### src/rtl/fifo_pkg.sv
// Shared defaults and width helper for the parametrised FIFO.
package fifo_pkg;

    localparam int DATA_W_DEF = 8;
    localparam int DEPTH_DEF  = 16;

    // Occupancy counter width: one extra bit so a full FIFO (count == depth) is representable.
    function automatic int cnt_w(input int depth);
        return $clog2(depth) + 1;
    endfunction

endpackage

### src/rtl/fifo_mem.sv
// Simple dual-port storage: one synchronous write port, one asynchronous read port.
module fifo_mem
    import fifo_pkg::*;
#(
    parameter int DATA_W = DATA_W_DEF,
    parameter int DEPTH  = DEPTH_DEF,
    localparam int AW    = $clog2(DEPTH)
) (
    input  logic              clk,
    input  logic              i_we,
    input  logic [AW-1:0]     i_waddr,
    input  logic [DATA_W-1:0] i_wdata,
    input  logic [AW-1:0]     i_raddr,
    output logic [DATA_W-1:0] o_rdata
);

    logic [DATA_W-1:0] r_mem [DEPTH];

    // Write port; contents are deliberately not reset.
    always_ff @(posedge clk) begin
        if (i_we) r_mem[i_waddr] <= i_wdata;
    end

    assign o_rdata = r_mem[i_raddr];

endmodule

### src/rtl/param_sync_fifo.sv
// Parametrised single-clock FIFO with programmable almost-full/almost-empty
// thresholds, synchronous flush and sticky overflow/underflow flags.
// Optional macro FIFO_FWFT_EN: first-word-fall-through read data
// (head word shown combinationally); otherwise buf_out is a registered read.
module param_sync_fifo
    import fifo_pkg::*;
#(
    parameter int DATA_W   = DATA_W_DEF,
    parameter int DEPTH    = DEPTH_DEF,
    parameter int AF_LEVEL = DEPTH - 2,
    parameter int AE_LEVEL = 2,
    localparam int CNT_W   = cnt_w(DEPTH),
    localparam int AW      = $clog2(DEPTH)
) (
    input  logic              clk,
    input  logic              rst_n,
    input  logic              flush,
    input  logic              clr_err,
    input  logic              wr_en,
    input  logic [DATA_W-1:0] buf_in,
    input  logic              rd_en,
    output logic [DATA_W-1:0] buf_out,
    output logic              buf_empty,
    output logic              buf_full,
    output logic              almost_empty,
    output logic              almost_full,
    output logic [CNT_W-1:0]  fifo_counter,
    output logic              overflow,
    output logic              underflow
);

    // Reject illegal configurations at elaboration time.
    if ((DEPTH < 2) || ((DEPTH & (DEPTH - 1)) != 0)) begin : g_bad_depth
        $error("param_sync_fifo: DEPTH must be a power of 2 and >= 2");
    end
    if (!((AE_LEVEL < AF_LEVEL) && (AF_LEVEL <= DEPTH) && (AE_LEVEL >= 0))) begin : g_bad_levels
        $error("param_sync_fifo: require 0 <= AE_LEVEL < AF_LEVEL <= DEPTH");
    end
    if (DATA_W < 1) begin : g_bad_width
        $error("param_sync_fifo: DATA_W must be >= 1");
    end

    logic [AW-1:0]     r_wr_ptr;
    logic [AW-1:0]     r_rd_ptr;
    logic [CNT_W-1:0]  r_count;
    logic              r_ovf;
    logic              r_udf;
    logic [DATA_W-1:0] w_rd_data;
    logic              w_rd_ok;
    logic              w_wr_ok;
    logic              w_rd_acc;
    logic              w_wr_acc;

    // Status flags decode the registered count only.
    assign buf_empty    = (r_count == '0);
    assign buf_full     = (r_count == CNT_W'(DEPTH));
    assign almost_empty = (r_count <= CNT_W'(AE_LEVEL));
    assign almost_full  = (r_count >= CNT_W'(AF_LEVEL));
    assign fifo_counter = r_count;
    assign overflow     = r_ovf;
    assign underflow    = r_udf;

    // A full FIFO can still take a write when a read frees a slot in the same cycle.
    assign w_rd_ok  = rd_en & ~buf_empty;
    assign w_wr_ok  = wr_en & (~buf_full | w_rd_ok);
    // Flush swallows any request in its cycle.
    assign w_rd_acc = w_rd_ok & ~flush;
    assign w_wr_acc = w_wr_ok & ~flush;

    fifo_mem #(
        .DATA_W (DATA_W),
        .DEPTH  (DEPTH)
    ) u_mem (
        .clk     (clk),
        .i_we    (w_wr_acc),
        .i_waddr (r_wr_ptr),
        .i_wdata (buf_in),
        .i_raddr (r_rd_ptr),
        .o_rdata (w_rd_data)
    );

    // Pointers and occupancy; pointers wrap naturally at DEPTH.
    always_ff @(posedge clk or negedge rst_n) begin
        if (!rst_n) begin
            r_wr_ptr <= '0;
            r_rd_ptr <= '0;
            r_count  <= '0;
        end else if (flush) begin
            r_wr_ptr <= '0;
            r_rd_ptr <= '0;
            r_count  <= '0;
        end else begin
            if (w_wr_acc) r_wr_ptr <= r_wr_ptr + 1'b1;
            if (w_rd_acc) r_rd_ptr <= r_rd_ptr + 1'b1;
            case ({w_wr_acc, w_rd_acc})
                2'b10:   r_count <= r_count + 1'b1;
                2'b01:   r_count <= r_count - 1'b1;
                default: r_count <= r_count;
            endcase
        end
    end

    // Sticky error flags; a new error beats a same-cycle clear, flush raises none.
    always_ff @(posedge clk or negedge rst_n) begin
        if (!rst_n) begin
            r_ovf <= 1'b0;
            r_udf <= 1'b0;
        end else begin
            if (~flush & wr_en & ~w_wr_ok) r_ovf <= 1'b1;
            else if (clr_err)              r_ovf <= 1'b0;
            if (~flush & rd_en & ~w_rd_ok) r_udf <= 1'b1;
            else if (clr_err)              r_udf <= 1'b0;
        end
    end

`ifdef FIFO_FWFT_EN
    // Head word falls through; zero while empty.
    assign buf_out = buf_empty ? '0 : w_rd_data;
`else
    logic [DATA_W-1:0] r_dout;

    // Registered read: capture the head on an accepted read, hold otherwise.
    always_ff @(posedge clk or negedge rst_n) begin
        if (!rst_n)        r_dout <= '0;
        else if (w_rd_acc) r_dout <= w_rd_data;
    end

    assign buf_out = r_dout;
`endif

endmodule

### config.mk
export PLATFORM = sky130hd
export DESIGN_NAME = param_sync_fifo
export DESIGN_NICKNAME = d
export VERILOG_FILES = /design/src/rtl/fifo_pkg.sv /design/src/rtl/fifo_mem.sv /design/src/rtl/param_sync_fifo.sv
export SDC_FILE = /design/constraint.sdc
export NUM_CORES = 1
export LEC_CHECK = 0
export CELL_PAD_IN_SITES_DETAIL_PLACEMENT = 1
export CELL_PAD_IN_SITES_GLOBAL_PLACEMENT = 2
export CORE_MARGIN = 1
export CORE_UTILIZATION = 30
export CTS_CLUSTER_SIZE = 14
export DETAILED_ROUTE_END_ITERATION = 6
export DONT_BUFFER_PORTS = 1
export PLACE_DENSITY = 0.57
export SLEW_MARGIN = 30
export SYNTH_ARGS = -nofsm -noshare
export SYNTH_HDL_FRONTEND = slang
export SYNTH_HIERARCHICAL = 1
export SYNTH_SLANG_ARGS = --single-unit
### constraint.sdc
create_clock -name clk -period 4.4 [get_ports clk]
set_input_delay 0.88 -clock clk [delete_from_list [all_inputs] [get_ports clk]]
set_output_delay 0.88 -clock clk [all_outputs]
set_load 0.02 [all_outputs]
* Word-level counts from Yosys, hierarchy flattened *
Memories as Yosys holds them, arrays and structs flattened. A register that Yosys moved wholly into a read port is not among the register bits.
Cells that the tools add are included.
W data, S select, Z words.

word-level totals
  word-level logic and storage cells = 47
  register bits = 15
  memory bits (writable) = 128
  memories = 1
  input port bits = 14

operators by class
  reductions and logical operators = 7
  muxes and demuxes = 11
  $lt $le $gt $ge = 2
  bitwise operators = 14
  eq/ne operators = 3
  $add $sub $neg = 4

memory list
  memory       depth  width  rd ports  clocked after memory_dff  write ports  line            source
  u_mem.r_mem  16     8      1         1                         1            fifo_mem.sv:17  logic [DATA_W-1:0] r_mem [DEPTH];

operator list
  operator               number
  $mux W4                4
  $pmux W5 S2            1
  $add A4 B1 Y4 const B  2
  $and A1 B1 Y1          8
  $reduce_bool A2 Y1     4
  $add A5 B1 Y5 const B  1
  $eq A5 B5 Y1 const B   1
  $ge A5 B4 Y1 const B   1
  $le A5 B2 Y1 const B   1
  $logic_not A5 Y1       1
  $mux W1                5
  $mux W5                1
  $not A1 Y1             5
  $sub A5 B1 Y5 const B  1
  $reduce_bool A3 Y1     1
  $eq A2 B1 Y1 const B   1
  $eq A2 B2 Y1 const B   1
  $logic_not A1 Y1       1
  $or A1 B1 Y1           1

* Longest topological paths before layout *
  depth after elaboration = 9
  depth in mapped cells = 10

* Hierarchy *
Netlist, hierarchy kept.

by module, submodules not included
  module           cells an instance  area an instance (µm²)  times used  sequential area each (µm²)
  fifo_mem         221                4987.3                  1           3843.7
  param_sync_fifo  127                1355.0                  1           575.6

* Least setup slack after synthesis *
No wires, ideal clock.

  path kind = input port to flip-flop
  start = input port rd_en
  end = register r_count[4], in the netlist fifo_counter[4]
  path buffers = 1
  arrival time = 2925 ps
  path slack = 1341 ps
  stages = 9
  cells stage by stage = buf_1 > inv_1 > nor4_1 > inv_1 > fa_1 > nand2b_1 > a21oi_1 > mux2i_1 > nand4_1

between the ends
  cells in the longest elaborated chain, start to end = 7

ends and longest elaborated chain
  item                                          line                   source
  start: declaration                            param_sync_fifo.sv:21  input logic rd_en,
  $and A1 B1 Y1 *                               param_sync_fifo.sv:64  assign w_rd_ok = rd_en & ~buf_empty;
  $or A1 B1 Y1                                  param_sync_fifo.sv:65  assign w_wr_ok = wr_en & (~buf_full | w_rd_ok);
  $and A1 B1 Y1                                 param_sync_fifo.sv:65
  $and A1 B1 Y1                                 param_sync_fifo.sv:68  assign w_wr_acc = w_wr_ok & ~flush;
  $eq A2 B1 Y1 or $eq A2 B2 Y1 (tied branches)  param_sync_fifo.sv:95  case ({w_wr_acc, w_rd_acc})
  $pmux W5 S2                                   param_sync_fifo.sv:95
  $mux W5                                       param_sync_fifo.sv:88  end else if (flush) begin
  end signal: assignment                        param_sync_fifo.sv:96  2'b10: r_count <= r_count + 1'b1;
  end signal: assignment                        param_sync_fifo.sv:97  2'b01: r_count <= r_count - 1'b1;
  end signal: assignment                        param_sync_fifo.sv:98  default: r_count <= r_count;
  end: declaration                              param_sync_fifo.sv:45  logic [CNT_W-1:0] r_count;

Mark *: on every way between the ends. The rest lies on a longest branch, timed or not.
A chain may end at the register's enable or synchronous reset.

* Worst setup path after layout *
  start = register r_count[1], in the netlist fifo_counter[1]
  end = register r_count[4], in the netlist fifo_counter[4]

between the ends
  cells in the longest elaborated chain, start to end = 9

ends and longest elaborated chain
  item                                          line                   source
  $logic_not A5 Y1 *                            param_sync_fifo.sv:55  assign buf_empty = (r_count == '0);
  named net buf_empty                           param_sync_fifo.sv:23  output logic buf_empty,
  $not A1 Y1 *                                  param_sync_fifo.sv:64
  $and A1 B1 Y1 *                               param_sync_fifo.sv:64
  $or A1 B1 Y1                                  param_sync_fifo.sv:65
  $and A1 B1 Y1                                 param_sync_fifo.sv:65
  $and A1 B1 Y1                                 param_sync_fifo.sv:68
  $eq A2 B1 Y1 or $eq A2 B2 Y1 (tied branches)  param_sync_fifo.sv:95
  $pmux W5 S2                                   param_sync_fifo.sv:95
  $mux W5                                       param_sync_fifo.sv:88

Mark *: on every way through the listed nets, which the timed path passes. The rest lies on a longest branch.

==> flow_summary.yaml <==
run_status:
  status: "finished clean"
timing:
  fmax_mhz: 298
  final_hold_viol_count: 0
  fin_crit_sh: 0.762
  slew_headroom: 0.359
  drv_slew: 0
  rsz0062_at_grt: "no"
  skew_ps: 9.40
  period_minus_slack_ps: 3350
  worst_pin_slew_ps: 958
  setup-tns-final_ps: 0
  setup_viol: 0
critical_path:
  cp_data_arrival_time_ps: 3650
  required_ps: 4700
  start_kind: "flop"
  cp-end-kind: "flop"
  crit_type: "reg2reg"
  crit_path_max_fanout: 8
placed_design:
  numPortBuffers: 0
  dp_cells: 604
  place_hpwl_um: 8820
  postPlaceCellArea_mm2: 0.00660
  place_congestion: 0.750
finish:
  drive_gt1_frac: 0.203
  final_area_mm2: 0.00724
  instances_no_fill: 635
  layout.nets: 373
  antenna_cells: 0
  areaGrowthSynthToFinish_pct: 14.2
clock_network:
  clk_latency_ps: 430
  clkSinkCount: 151
  cts_buffer_depth: 2
  htreeDepth: 4
  cts_setup_buffers: 0
  clk_pin_slew_ps: 60
  cts_tree: "done"
  cts_buffers: 17
  clockRootBuffer: "clkbuf_16"
  cts_resized: 0
  postCtsHoldBufs: 0
synthesis:
  synth_area_mm2: 0.00634
  synthCells: 348
  synth_area_leader_cell: "edfxtp_1"
  yosysMostFrequentCell: "edfxtp_1"
  ys_seq_area_frac: 0.697
  avgSynthCellArea_um2: 18.2
  synthDistinctLibCells: 53
  synth_edf_count: 128
  yosysWarningCount: 6
  mappedNetlistNets: 368
  synth_area_leaders: "edfxtp_1 (61%), dfrtp_1 (9.1%), mux4_2 (6.4%)"
  synth_top_cells_by_count: "edfxtp_1 (128), nor2_1 (28), dfrtp_1 (23)"
  ys_ff_latch: 151
  synth_top_area_share: 0.606
  synth-async-reset-ratio: 0.152
  synth_ff_type: "edfxtp_1"
global_routing:
  grt_max_degree: 36
  antenna_found_initial: 0
  grt-ovfl-total: 0
  grt_pass1_vias: 3384
  grt_pass1_wl_um: 21400
  track_usage: 0.139
route:
  ant_nets: 0
  drc: 0
  num_vias: 3204
  wl_per_cell_um: 22.0
  wirelength_um: 13900
  first_iter_violations: 244
  viasPerCell: 5.05
  dr.pass1.iters: 4
pwr:
  p_int_uw: 2900
  clockPowerShare: 0.387
  ir_worst_vdd_mv: 0.260
  power_frac_comb: 0.151
  netSwitchingPower_uw: 1100
  p_leak_uw: 0.00239
  p_seq_frac: 0.462
  swShare: 0.276
  powerDensity_mw_per_mm2: 553
floorplan:
  die_w_um: 147
  die_area_mm2: 0.0217
  die_h_um: 147
  initial_core_util: 0.309
  core-area_mm2: 0.0205
  pin_count: 33
  rows: 52
flow_run:
  cap_viol_max_count: 0
worst_hold_path:
  hold_class: "in2async"
==> cell usage in the layout, fill, tap and decap left out, types with 3 or more instances in the layout <==
master and count:
nor2_1 23, nor2_2 5, nor3_1 9, clkbuf_16 17, dfrtp_1 21, nor2b_1 5, nand3_1 5, xor2_1 4
mux4_2 18, mux4_1 14, a21oi_1 3, clkinv_4 3, mux2i_1 4, inv_1 7, a211oi_1 3, ha_1 5
a22oi_1 16, edfxtp_1 128, buf_4 3, bufinv_16 4, inv_6 3, mux2_4 8, nand2_1 11, nand2b_1 4
==> power groups by stage <==
stage | clock (µW) | sequential, µW | combinational, µW
final | 1550 | 1850 | 604
after CTS | 1590 | 1860 | 610
after detailed placement | 0 | 1890 | 608
after global placement | 0 | 1880 | 602
after global routing | 1640 | 1870 | 656
after floorplan | 0 | 1780 | 561
==> layout make-up <==
cell class	count	area (µm²)
Inverter	7	26.3
Fill cell	2026	13300
Clock buffer	19	433
Clock inverter	12	191
Tap cell	270	338
Timing Repair Buffer	3	22.5
Multi-Input combinational cell	173	1810
Sequential cell	151	4420
==> flip-flops by register name, indices dropped and copies added, names as in the netlist <==
name          cells
overflow          1
r_rd_ptr          4
buf_out           8
fifo_counter      5
underflow         1
u_mem/r_mem     128
r_wr_ptr          4
==> layer usage <==
| layer | wire [µm] | part of all wire | global-route usage |
|---|---|---|---|
| met1 | 6380 | 0.46 | 0.180 |
| met2 | 7030 | 0.50 | 0.227 |
| met3 | 383 | 0.027 | 0.0340 |
| met4 | 144 | 0.010 | 0.0510 |
| met5 | 0 | 0 | 0 |
==> through the flow <==
step                total power [µW]  utilization  hold WS [ps]  setup WS [ps]
floorplan                       2350            -           551           1340
global placement                2480        0.322           586           1180
detailed placement              2490        0.322           586           1010
CTS                             4050        0.353           127           1000
global route                    4160        0.353           126            795
finish                          4000        0.353           146           1050
==> worst max-delay path, stage by stage, from the launching register on <==
cell and delay [ps]:
dfrtp_1 610, or4_1 460, nor2_1 240, nor4_1 610
inv_1 140, fa_1 420, nand2b_1 160, a21oi_1 250
mux2i_1 230, nand4_1 100
==> path summary, 6_finish.rpt <==
kind / start / end / slack, ps / depth (start not counted)
setup / recovery: fifo_counter[1] / fifo_counter[4] / 1050 / 9
hold / removal: rst_n / overflow / 150 / 0
setup reg to reg: fifo_counter[1] / fifo_counter[4] / 1050 / 9
hold reg to reg: r_rd_ptr[3] / r_rd_ptr[3] / 620 / 2
max in group asynchronous: rst_n / r_rd_ptr[0] / 4160 / 0
min in group clk: flush / r_wr_ptr[2] / 510 / 1
==> cells by family (layout without fill, tap and decap cells) <==
logic type | after synthesis | count (layout) | synth area share
AOI/OAI and AO/OA | 38 | 38 | 0.0479
xor gates and xnor gates | 6 | 6 | 0.00829
adders and majority gates | 6 | 6 | 0.0130
buffers and inverters | 24 | 41 | 0.0233
DFF | 151 | 151 | 0.697
and+or+nand+nor | 78 | 78 | 0.0618
muxes | 45 | 45 | 0.149
Note: power is estimated with default switching activity, not from simulation.
